<file path="src/rtl/pool_feature_reader_if.sv">
// AXI4 read (AR/R) channels plus the element stream into the pooling feature FIFO.
// master = the reader, slave = memory / interconnect / FIFO side.
interface pool_feature_reader_if #(
  parameter int AXI_WIDTH_ID = 4,
  parameter int AXI_WIDTH_AD = 32,
  parameter int DATA_WIDTH   = 32
) ();
  logic [AXI_WIDTH_ID-1:0] ARID;
  logic [AXI_WIDTH_AD-1:0] ARADDR;
  logic [7:0]              ARLEN;
  logic [2:0]              ARSIZE;
  logic [1:0]              ARBURST;
  logic                    ARVALID;
  logic                    ARREADY;

  logic [AXI_WIDTH_ID-1:0] RID;
  logic [DATA_WIDTH-1:0]   RDATA;
  logic [1:0]              RRESP;
  logic                    RLAST;
  logic                    RVALID;
  logic                    RREADY;

  logic [DATA_WIDTH-1:0]   OUT_DATA;
  logic                    OUT_VALID;
  logic                    OUT_READY;
  logic                    OUT_EOR;
  logic                    OUT_EOF;

  modport master (
    output ARID, ARADDR, ARLEN, ARSIZE, ARBURST, ARVALID, RREADY,
           OUT_DATA, OUT_VALID, OUT_EOR, OUT_EOF,
    input  ARREADY, RID, RDATA, RRESP, RLAST, RVALID, OUT_READY
  );

  modport slave (
    input  ARID, ARADDR, ARLEN, ARSIZE, ARBURST, ARVALID, RREADY,
           OUT_DATA, OUT_VALID, OUT_EOR, OUT_EOF,
    output ARREADY, RID, RDATA, RRESP, RLAST, RVALID, OUT_READY
  );
endinterface

</file>
<file path="src/rtl/pool_feature_reader.sv">
// Burst-reads a row-major feature map over AXI4 and streams elements with row/frame markers.
// R->OUT is a 0-cycle pass-through; OUT_READY backpressure stalls RREADY directly.
module pool_feature_reader #(
  parameter int AXI_WIDTH_ID = 4,
  parameter int AXI_WIDTH_AD = 32,
  parameter int DATA_WIDTH   = 32,
  parameter int BURST_MAX    = 16
) (
  input  logic                    ACLK,
  input  logic                    ARESET,
  input  logic                    GO,
  input  logic [AXI_WIDTH_AD-1:0] BASE,
  input  logic [11:0]             WIDTH,
  input  logic [11:0]             HEIGHT,
  input  logic [15:0]             STRIDE,
  output logic                    BUSY,
  output logic                    DONE,
  output logic                    ERROR,
  pool_feature_reader_if.master   bus
);

  localparam int BYTES = DATA_WIDTH / 8;
  localparam int SIZE  = $clog2(BYTES);

  typedef enum logic [1:0] {S_IDLE, S_ADDR, S_DATA, S_DONE} state_t;

  state_t                  state_q, state_d;
  logic [AXI_WIDTH_AD-1:0] row_addr_q;
  logic [11:0]             width_q, height_q, col_q, row_q;
  logic [15:0]             stride_q;
  logic [7:0]              len_q, beat_q;
  logic                    error_q;

  logic [AXI_WIDTH_AD-1:0] cur_addr;
  logic [12:0]             left_row, left_4k, burst_cap, beats;
  logic [7:0]              arlen;
  logic                    r_fire, last_beat, last_col, last_row;
  logic                    unused_rid;

  assign unused_rid = ^bus.RID;

  assign cur_addr  = row_addr_q + (AXI_WIDTH_AD'(col_q) << SIZE);
  assign left_row  = {1'b0, width_q - col_q};
  assign left_4k   = (13'h1000 - {1'b0, cur_addr[11:0]}) >> SIZE;
  assign burst_cap = 13'(BURST_MAX);

  // Burst length is the tightest of row remainder, BURST_MAX and the 4KB page remainder.
  always_comb begin
    beats = left_row;
    if (burst_cap < beats) beats = burst_cap;
    if (left_4k < beats)   beats = left_4k;
  end

  assign arlen     = 8'(beats - 13'd1);
  assign r_fire    = (state_q == S_DATA) && bus.RVALID && bus.OUT_READY;
  assign last_beat = (beat_q == len_q);
  assign last_col  = (col_q == width_q - 12'd1);
  assign last_row  = (row_q == height_q - 12'd1);

  always_ff @(posedge ACLK or posedge ARESET) begin
    if (ARESET) state_q <= S_IDLE;
    else        state_q <= state_d;
  end

  always_comb begin
    state_d = state_q;
    case (state_q)
      S_IDLE: if (GO) state_d = (WIDTH == 12'd0 || HEIGHT == 12'd0) ? S_DONE : S_ADDR;
      S_ADDR: if (bus.ARREADY) state_d = S_DATA;
      S_DATA: if (r_fire && last_beat) state_d = (last_col && last_row) ? S_DONE : S_ADDR;
      S_DONE: state_d = S_IDLE;
      default: state_d = S_IDLE;
    endcase
  end

  always_comb begin
    bus.ARID      = '0;
    bus.ARADDR    = '0;
    bus.ARLEN     = '0;
    bus.ARSIZE    = '0;
    bus.ARBURST   = '0;
    bus.ARVALID   = 1'b0;
    bus.RREADY    = 1'b0;
    bus.OUT_DATA  = '0;
    bus.OUT_VALID = 1'b0;
    bus.OUT_EOR   = 1'b0;
    bus.OUT_EOF   = 1'b0;
    BUSY          = 1'b0;
    DONE          = 1'b0;
    case (state_q)
      S_ADDR: begin
        BUSY        = 1'b1;
        bus.ARVALID = 1'b1;
        bus.ARADDR  = cur_addr;
        bus.ARLEN   = arlen;
        bus.ARSIZE  = 3'(SIZE);
        bus.ARBURST = 2'b01;
      end
      S_DATA: begin
        BUSY          = 1'b1;
        bus.RREADY    = bus.OUT_READY;
        bus.OUT_DATA  = bus.RDATA;
        bus.OUT_VALID = bus.RVALID;
        bus.OUT_EOR   = bus.RVALID && last_col;
        bus.OUT_EOF   = bus.RVALID && last_col && last_row;
      end
      S_DONE: DONE = 1'b1;
      default: ;
    endcase
  end

  assign ERROR = error_q;

  // Beats are counted locally; RLAST is only cross-checked, never trusted for sequencing.
  always_ff @(posedge ACLK or posedge ARESET) begin
    if (ARESET) begin
      row_addr_q <= '0;
      width_q    <= '0;
      height_q   <= '0;
      stride_q   <= '0;
      col_q      <= '0;
      row_q      <= '0;
      len_q      <= '0;
      beat_q     <= '0;
      error_q    <= 1'b0;
    end else begin
      if (state_q == S_IDLE && GO) begin
        row_addr_q <= BASE;
        width_q    <= WIDTH;
        height_q   <= HEIGHT;
        stride_q   <= STRIDE;
        col_q      <= '0;
        row_q      <= '0;
        error_q    <= 1'b0;
      end
      if (state_q == S_ADDR && bus.ARREADY) begin
        len_q  <= arlen;
        beat_q <= '0;
      end
      if (r_fire) begin
        beat_q <= beat_q + 8'd1;
        if (bus.RRESP != 2'b00 || bus.RLAST != last_beat) error_q <= 1'b1;
        if (last_col) begin
          col_q      <= '0;
          row_q      <= row_q + 12'd1;
          row_addr_q <= row_addr_q + AXI_WIDTH_AD'(stride_q);
        end else begin
          col_q <= col_q + 12'd1;
        end
      end
    end
  end

endmodule

</file>
<file path="src/flat_wrapper.sv">
// flat-port wrapper written by rule: the top's interface ports become plain ports
module pool_feature_reader_flat 
#(
  parameter int AXI_WIDTH_ID = 4,
  parameter int AXI_WIDTH_AD = 32,
  parameter int DATA_WIDTH   = 32,
  parameter int BURST_MAX    = 16
)
  (ACLK, ARESET, GO, BASE, WIDTH, HEIGHT, STRIDE, BUSY, DONE, ERROR, bus_ARID, bus_ARADDR, bus_ARLEN, bus_ARSIZE, bus_ARBURST, bus_ARVALID, bus_RREADY, bus_OUT_DATA, bus_OUT_VALID, bus_OUT_EOR, bus_OUT_EOF, bus_ARREADY, bus_RID, bus_RDATA, bus_RRESP, bus_RLAST, bus_RVALID, bus_OUT_READY);
  pool_feature_reader_if #(.AXI_WIDTH_ID(AXI_WIDTH_ID), .AXI_WIDTH_AD(AXI_WIDTH_AD), .DATA_WIDTH(DATA_WIDTH)) bus_i ();
  input  logic ACLK;
  input  logic ARESET;
  input  logic GO;
  input  logic [AXI_WIDTH_AD-1:0] BASE;
  input  logic [11:0] WIDTH;
  input  logic [11:0] HEIGHT;
  input  logic [15:0] STRIDE;
  output logic BUSY;
  output logic DONE;
  output logic ERROR;
  output wire logic [$bits(bus_i.ARID)-1:0] bus_ARID;
  output wire logic [$bits(bus_i.ARADDR)-1:0] bus_ARADDR;
  output wire logic [$bits(bus_i.ARLEN)-1:0] bus_ARLEN;
  output wire logic [$bits(bus_i.ARSIZE)-1:0] bus_ARSIZE;
  output wire logic [$bits(bus_i.ARBURST)-1:0] bus_ARBURST;
  output wire logic [$bits(bus_i.ARVALID)-1:0] bus_ARVALID;
  output wire logic [$bits(bus_i.RREADY)-1:0] bus_RREADY;
  output wire logic [$bits(bus_i.OUT_DATA)-1:0] bus_OUT_DATA;
  output wire logic [$bits(bus_i.OUT_VALID)-1:0] bus_OUT_VALID;
  output wire logic [$bits(bus_i.OUT_EOR)-1:0] bus_OUT_EOR;
  output wire logic [$bits(bus_i.OUT_EOF)-1:0] bus_OUT_EOF;
  input wire logic [$bits(bus_i.ARREADY)-1:0] bus_ARREADY;
  input wire logic [$bits(bus_i.RID)-1:0] bus_RID;
  input wire logic [$bits(bus_i.RDATA)-1:0] bus_RDATA;
  input wire logic [$bits(bus_i.RRESP)-1:0] bus_RRESP;
  input wire logic [$bits(bus_i.RLAST)-1:0] bus_RLAST;
  input wire logic [$bits(bus_i.RVALID)-1:0] bus_RVALID;
  input wire logic [$bits(bus_i.OUT_READY)-1:0] bus_OUT_READY;
  assign bus_ARID = bus_i.ARID;
  assign bus_ARADDR = bus_i.ARADDR;
  assign bus_ARLEN = bus_i.ARLEN;
  assign bus_ARSIZE = bus_i.ARSIZE;
  assign bus_ARBURST = bus_i.ARBURST;
  assign bus_ARVALID = bus_i.ARVALID;
  assign bus_RREADY = bus_i.RREADY;
  assign bus_OUT_DATA = bus_i.OUT_DATA;
  assign bus_OUT_VALID = bus_i.OUT_VALID;
  assign bus_OUT_EOR = bus_i.OUT_EOR;
  assign bus_OUT_EOF = bus_i.OUT_EOF;
  assign bus_i.ARREADY = bus_ARREADY;
  assign bus_i.RID = bus_RID;
  assign bus_i.RDATA = bus_RDATA;
  assign bus_i.RRESP = bus_RRESP;
  assign bus_i.RLAST = bus_RLAST;
  assign bus_i.RVALID = bus_RVALID;
  assign bus_i.OUT_READY = bus_OUT_READY;
  pool_feature_reader #(.AXI_WIDTH_ID(AXI_WIDTH_ID), .AXI_WIDTH_AD(AXI_WIDTH_AD), .DATA_WIDTH(DATA_WIDTH), .BURST_MAX(BURST_MAX)) u_core (.ACLK(ACLK), .ARESET(ARESET), .GO(GO), .BASE(BASE), .WIDTH(WIDTH), .HEIGHT(HEIGHT), .STRIDE(STRIDE), .BUSY(BUSY), .DONE(DONE), .ERROR(ERROR), .bus(bus_i));
endmodule
</file>
<file path="config.mk">
export PLATFORM = sky130hd
export DESIGN_NAME = pool_feature_reader_flat
export DESIGN_NICKNAME = d
export VERILOG_FILES = /design/src/rtl/pool_feature_reader_if.sv /design/src/rtl/pool_feature_reader.sv /design/src/flat_wrapper.sv
export SDC_FILE = /design/constraint.sdc
export NUM_CORES = 1
export LEC_CHECK = 0
export ABC_AREA = 0
export BUFFER_PORTS_ARGS = -buffer_cell sky130_fd_sc_hd__buf_2
export CAP_MARGIN = 20
export CORE_ASPECT_RATIO = 1.1
export CORE_MARGIN = 5
export CORE_UTILIZATION = 45
export DETAILED_ROUTE_END_ITERATION = 8
export GPL_TIMING_DRIVEN = 0
export PLACE_DENSITY_LB_ADDON = 0.25
export SYNTH_ARGS = -nofsm -noshare
export SYNTH_HDL_FRONTEND = slang
export SYNTH_SLANG_ARGS = --single-unit
</file>
<file path="constraint.sdc">
create_clock -name ACLK -period 7.2 [get_ports ACLK]
set_clock_uncertainty 0.2 [all_clocks]
set_input_delay 1.44 -clock ACLK [delete_from_list [all_inputs] [get_ports ACLK]]
set_output_delay 1.44 -clock ACLK [all_outputs]
set_load 0.03 [all_outputs]
</file>
# Word-level counts from Yosys, hierarchy flattened

Cells that the tools add are included.

Order comparisons: 2
Bitwise logic cells: 0
Divide/modulo/power cells: 0
Mux-type cells: 34
$mul: 0
Shifts and indexed selects: 0
Reductions and logical operators: 18
Eq/ne operators: 10
Add/subtract/negate cells: 10

Operator list:

| operator                 | count |
|---|---|
| $mux W32                 | 5 |
| $mux W12                 | 7 |
| $add A32 B14 Y32         | 1 |
| $add A32 B16 Y32         | 1 |
| $mux W8                  | 4 |
| $add A12 B1 Y12 const B  | 2 |
| $eq A12 B12 Y1           | 2 |
| $logic_not A12 Y1        | 2 |
| $sub A12 B1 Y12 const B  | 2 |
| $sub A13 B12 Y13 const A | 1 |
| $lt A11 B12 Y1           | 1 |
| $lt A5 B12 Y1 const A    | 1 |
| $mux W2                  | 6 |
| $sub A12 B12 Y12         | 1 |
| $mux W1                  | 11 |
| $add A8 B1 Y8 const B    | 1 |
| $eq A8 B8 Y1             | 1 |
| $logic_and A1 B1 Y1      | 8 |
| $pmux W2 S4              | 1 |
| $sub A8 B1 Y8 const B    | 1 |
| $ne A2 B2 Y1 const B     | 3 |
| $reduce_bool A2 Y1       | 3 |
| $eq A2 B2 Y1 const B     | 2 |
| $reduce_and A3 Y1        | 1 |
| 5 further kinds          | 6 |

Output and inout bits: 89
Input bits: 117
Memories: 0
Bits in read-only memories: 0
Word-level logic and storage cells: 84
RAM bits: 0
Latch bits: 0
Bits in registers: 115

# Logic depth before layout (Yosys ltp)

Word-level depth: 7
Depth in mapped cells: 27
Depth with buffers taken out: 27

# Worst setup path after synthesis

Ideal clock, no wire load.

Path type: register -> output
From: reg u_core.col_q[1]
To: out bus_ARLEN[6]
Arrival: 5.708 ns
Path buffers: 0
Required time: 5.560 ns
Path slack: -0.148 ns
Cell stages (with the launch flop): 23
Cells stage by stage: dfrtp_1 -> ha_1 -> a211o_1 -> a21o_1 -> a311oi_1 -> and3_1 -> nor2b_1 -> nand2_1 -> or2_2 -> xor2_1 -> ha_1 -> nand2_1 -> or4_1 -> a21o_1 -> nand2_1 -> mux2i_1 -> ha_1 -> inv_1 -> a211oi_1 -> o211ai_1 -> xnor2_1 -> nand3_1 -> a21oi_1

Cells in the longest elaborated chain, start to end: 7
Elaborated cells between the ends (all ways): 9
Those cells by class: add/sub: 4; order compare: 2; mux: 3

Ends and longest elaborated chain:

| what                                                     | RTL line                   | text |
|---|---|---|
| start, declared                                          | pool_feature_reader.sv:29  | `logic [11:0] width_q, height_q, col_q, row_q;` |
| start signal, assigned                                   | pool_feature_reader.sv:148 | `col_q <= col_q + 12'd1;` |
| branches (longest 4 deep; another with $add A32 B14 Y32) | n/a                        |  |
| $mux W8 (*)                                              | pool_feature_reader.sv:51  | `if (left_4k < beats) beats = left_4k;` |
| $sub A8 B1 Y8 (*)                                        | pool_feature_reader.sv:54  | `assign arlen = 8'(beats - 13'd1);` |
| $mux W8 (*)                                              | pool_feature_reader.sv:90  | `case (state_q)` |
| end, declared                                            | flat_wrapper.sv:23         | `output wire logic [$bits(bus_i.ARLEN)-1:0] bus_ARLEN;` |

Mark *: on every way between the ends.

# Worst setup path in the final report

From: reg u_core.col_q[0]
To: out bus_ARLEN[6]

The elaborated chain is that of the path after synthesis.

==> results.txt <==
Met2 routed WL = 15.82 mm
CP Capture Type = primary output
Die Y-Extent = 165.5 microns
Post-synthesis async set-or-reset flop share = 100.0%
Starting Density = 45.17%
Delay of the slowest critical-path stage = 0.55 ns
Gpl congestion = 0.8993
Setup-failing EPs final = 5
LEAKAGE = 6.028 nW
Sequential area share after synthesis = 29.10%
H-tree depth = 4
Nets = 1,666
Hold Path Stages = 1
Number of top-level pins = 206
Mapped Cells = 1,177
TritonCTS clock tree = yes
Slowest CP cell = or4_4
ANT cells = 0
Die area = 25,050 sq um
Cell count after placement = 1,677
Core ar. = 21,890 sq um
Mean routed wirelength per cell = 18.04 microns
Synth cell types = 78
Final WS setup = -0.3536 ns
Initial DRC Count = 614
Gr ovfl total = 0
Tcrit/Tclk final = 104.9%
Avg Inst Size Synth = 8.403 sq um
Violated checks = setup timing
Clock root cell = clkbuf_16
Post-synth top flop = dfrtp_1
Final hold vios = 0
EDFF count, synth = 0
Worst reg2reg setup slack = -0.03 ns
I/O Buffers = 193
Most common cell on crit path = a21oi_2
CP max FO = 4
Num CTS Buffers = 17
Hold endpoint = u_core.row_addr_q[31]
Slew Limit Fails = 0
Placement Setup Slack = -1.023 ns
First-pass iteration count of the detailed router = 5
Pwr Total = 7.278 mW
Antenna-violating nets left = 0
Fillers = 1,931
Outcome = finished with violations
RR Startpoint = u_core.col_q[0]
Met3 routed WL = 2.019 mm
Layout area overhead = 31.21%
CP arrival = 5.91 ns
Initial antenna violation count = 0
Clock Latency Late Sink = 0.43 ns
Detailed-route via count = 10,251
Layout cells sized above 1 = 30.59%
Largest net degree at the start of global routing = 95
M1 WL = 13.56 mm
RSZ-0062 raised after global routing = true
Multi-input gate area in the final layout = 6867 sq um
R2R cell count = 42
Mapped Area = 9891 sq um
Max_cap viols = 0
Critical path class = reg2out
Crit start category = flip-flop
Worst Path Required = 5.56 ns
Post-layout minimum cycle time = 7.554 ns
Via-to-Cell Ratio = 5.720
Die width = 151.4 microns
Global-route wire length before repair = 50.37 mm
Clock sinks = 115
FF-to-FF End = u_core.len_q[6]
Worst hold path type = reg2reg
Clock-pin slew on the worst setup and hold paths = 0.06 ns
Worst Min Path Start = u_core.row_addr_q[31]
HPWL Detailed = 23.92 mm
Final design area excluding fillers = 12,980 sq um
Slew @ Worst Pin = 0.9979 ns
Synthesis Warnings = 0
Yosys reg bits = 115
Peak supply drop = 0.2549 mV
Slew HR = 31.75%
Max Root-Sink Buffers = 2
Core Rows = 57
Share of the synthesized area in the top cell type = 29.10%
Largest area contributor in the netlist = dfrtp_1
Placed Area = 11,310 sq um
Area contributors post-synth = dfrtp_1 (29%), ha_1 (7.6%), xnor2_1 (5.2%), mux2_2 (4.6%), a21oi_1 (3.7%)
GRT Total Usage = 25.20%
Final Routed Wirelength = 32.32 mm
Vias in the first global route = 9,875
Non-Filler Instances = 1,792
Register Area = 2888 sq um
Top Metal Used = met4
Pwr dens = 560.8 nW/um^2
Fmax = 0.1324 GHz
DRC viols = 0
==> registers in the layout, indices dropped and copies added (netlist names) <==
register and count:
u_core.ERROR 1, u_core.row_addr_q 32, u_core.len_q 8, u_core.stride_q 16, u_core.beat_q 8, u_core.height_q 12, u_core.width_q 12, u_core.row_q 12
u_core.col_q 12, u_core.state_q 2
==> synth_stat cells, drive strengths merged (4+ instances only) <==
master and count:
dfrtp 115, nand2 93, nor2 89, a21oi 74, o21ai 70, nand3 61
ha 60, xnor2 59, inv 55, and2 49, mux2 40, clkbuf 32
nor3 30, xor2 30, and3 28, buf 24, a21o 21, a211oi 19
mux2i 17, o21a 17, a31oi 16, nand4 14, nor4 13, nor2b 9
o211a 9, o211ai 9, or3 9, o31a 8, a2111oi 7, o221a 7
o31ai 6, or2 6, nand3b 5, nor3b 5, nor4b 5, o21bai 5
a211o 4, nand2b 4, or4 4
==> cell type report <==
type                       instances  area share, %
inverter                          56          1.658
timing repair buffer             280          13.47
sequential                       115          22.25
clock buffer                      20          3.519
clock inverter                    10          1.215
multi-input combinational        961          52.91
buffer                            55          2.131
tap                              295          2.844
==> through the flow <==
stage	TNS, ns	hold WS (ns)	util (%)
CTS	-1.206	0.2931	57.53
detailed placement	-2.193	0.2797	51.65
global placement	-1.970	0.2772	51.50
floorplan	-0.005052	0.2566	-
global route	-2.380	0.3261	59.27
finish	-1.167	0.2968	59.27
==> repair_timing <==
action	CTS	global route
hold buffers	0	0
setup buffers	66	31
gates resized for setup	47	58
pin swaps	28	34
hold endpoints to repair	0	0
setup endpoints to repair	8	10
==> where the power goes <==
group	total (mW)	switching, mW	internal (mW)
clock network	0.901	0.309	0.591
logic	5.14	2.85	2.29
registers	1.24	0.325	0.914
total	7.28	3.49	3.79
==> worst max-delay path by stage <==
stage	start	to	cells past startpoint
floorplan	u_core.col_q[1]	bus_ARLEN[6]	22
global placement	u_core.col_q[1]	bus_ARLEN[6]	23
detailed placement	u_core.col_q[1]	bus_ARLEN[6]	23
CTS	u_core.col_q[0]	bus_ARLEN[6]	23
global route	u_core.col_q[0]	bus_ARLEN[6]	28
finish	u_core.col_q[0]	bus_ARLEN[6]	28
==> kinds of logic (layout without fill, tap and decap cells) <==
logic type                 after synthesis  count (layout)  share of synthesized area, %
and+or+nand+nor                        433             433                         22.71
AOI/OAI and AO/OA                      306             306                         20.86
DFF                                    115             115                         29.10
buffers and inverters                  112             421                         4.908
xor gates and xnor gates                89              89                         7.881
adders and majority gates               63              63                         8.197
muxes                                   57              57                         6.274
other                                    2              13                       0.07593
==> layout by cell type (no fill, tap or decap), types with 15 or more instances in the layout <==
cell,synthesis,routed
a21o_1,21,21
nor2_1,88,88
buf_2,7,192
mux2i_1,17,15
and3_1,27,26
inv_1,55,50
buf_6,2,28
nor3_1,29,26
xor2_1,30,29
o21a_1,17,17
a21oi_1,73,65
xnor2_1,59,58
a211oi_1,19,15
clkbuf_1,32,33
ha_1,60,51
nand3_1,60,59
and2_1,49,49
clkbuf_16,0,17
mux2_2,40,40
nand2_1,93,90
o21ai_0,64,62
buf_4,11,78
dfrtp_1,115,107
a31oi_1,16,16
==> routing by layer <==
metal | vias up | global-route usage [%]
li1 | 4873 | -
met1 | 4921 | 33.05
met2 | 389 | 41.94
met3 | 68 | 4.121
met4 | 0 | 9.068
met5 | - | 0
==> worst max-delay path: cells and delay by family (launching register included) <==
kind	cells	cell delay, ns
AOI/OAI and AO/OA	12	1.81
adders and majority gates	4	1.01
buffers and inverters	6	0.55
DFF	1	0.47
xor gates and xnor gates	1	0.31
and+or+nand+nor	5	1.32
Power figures use the tool's default switching activity.
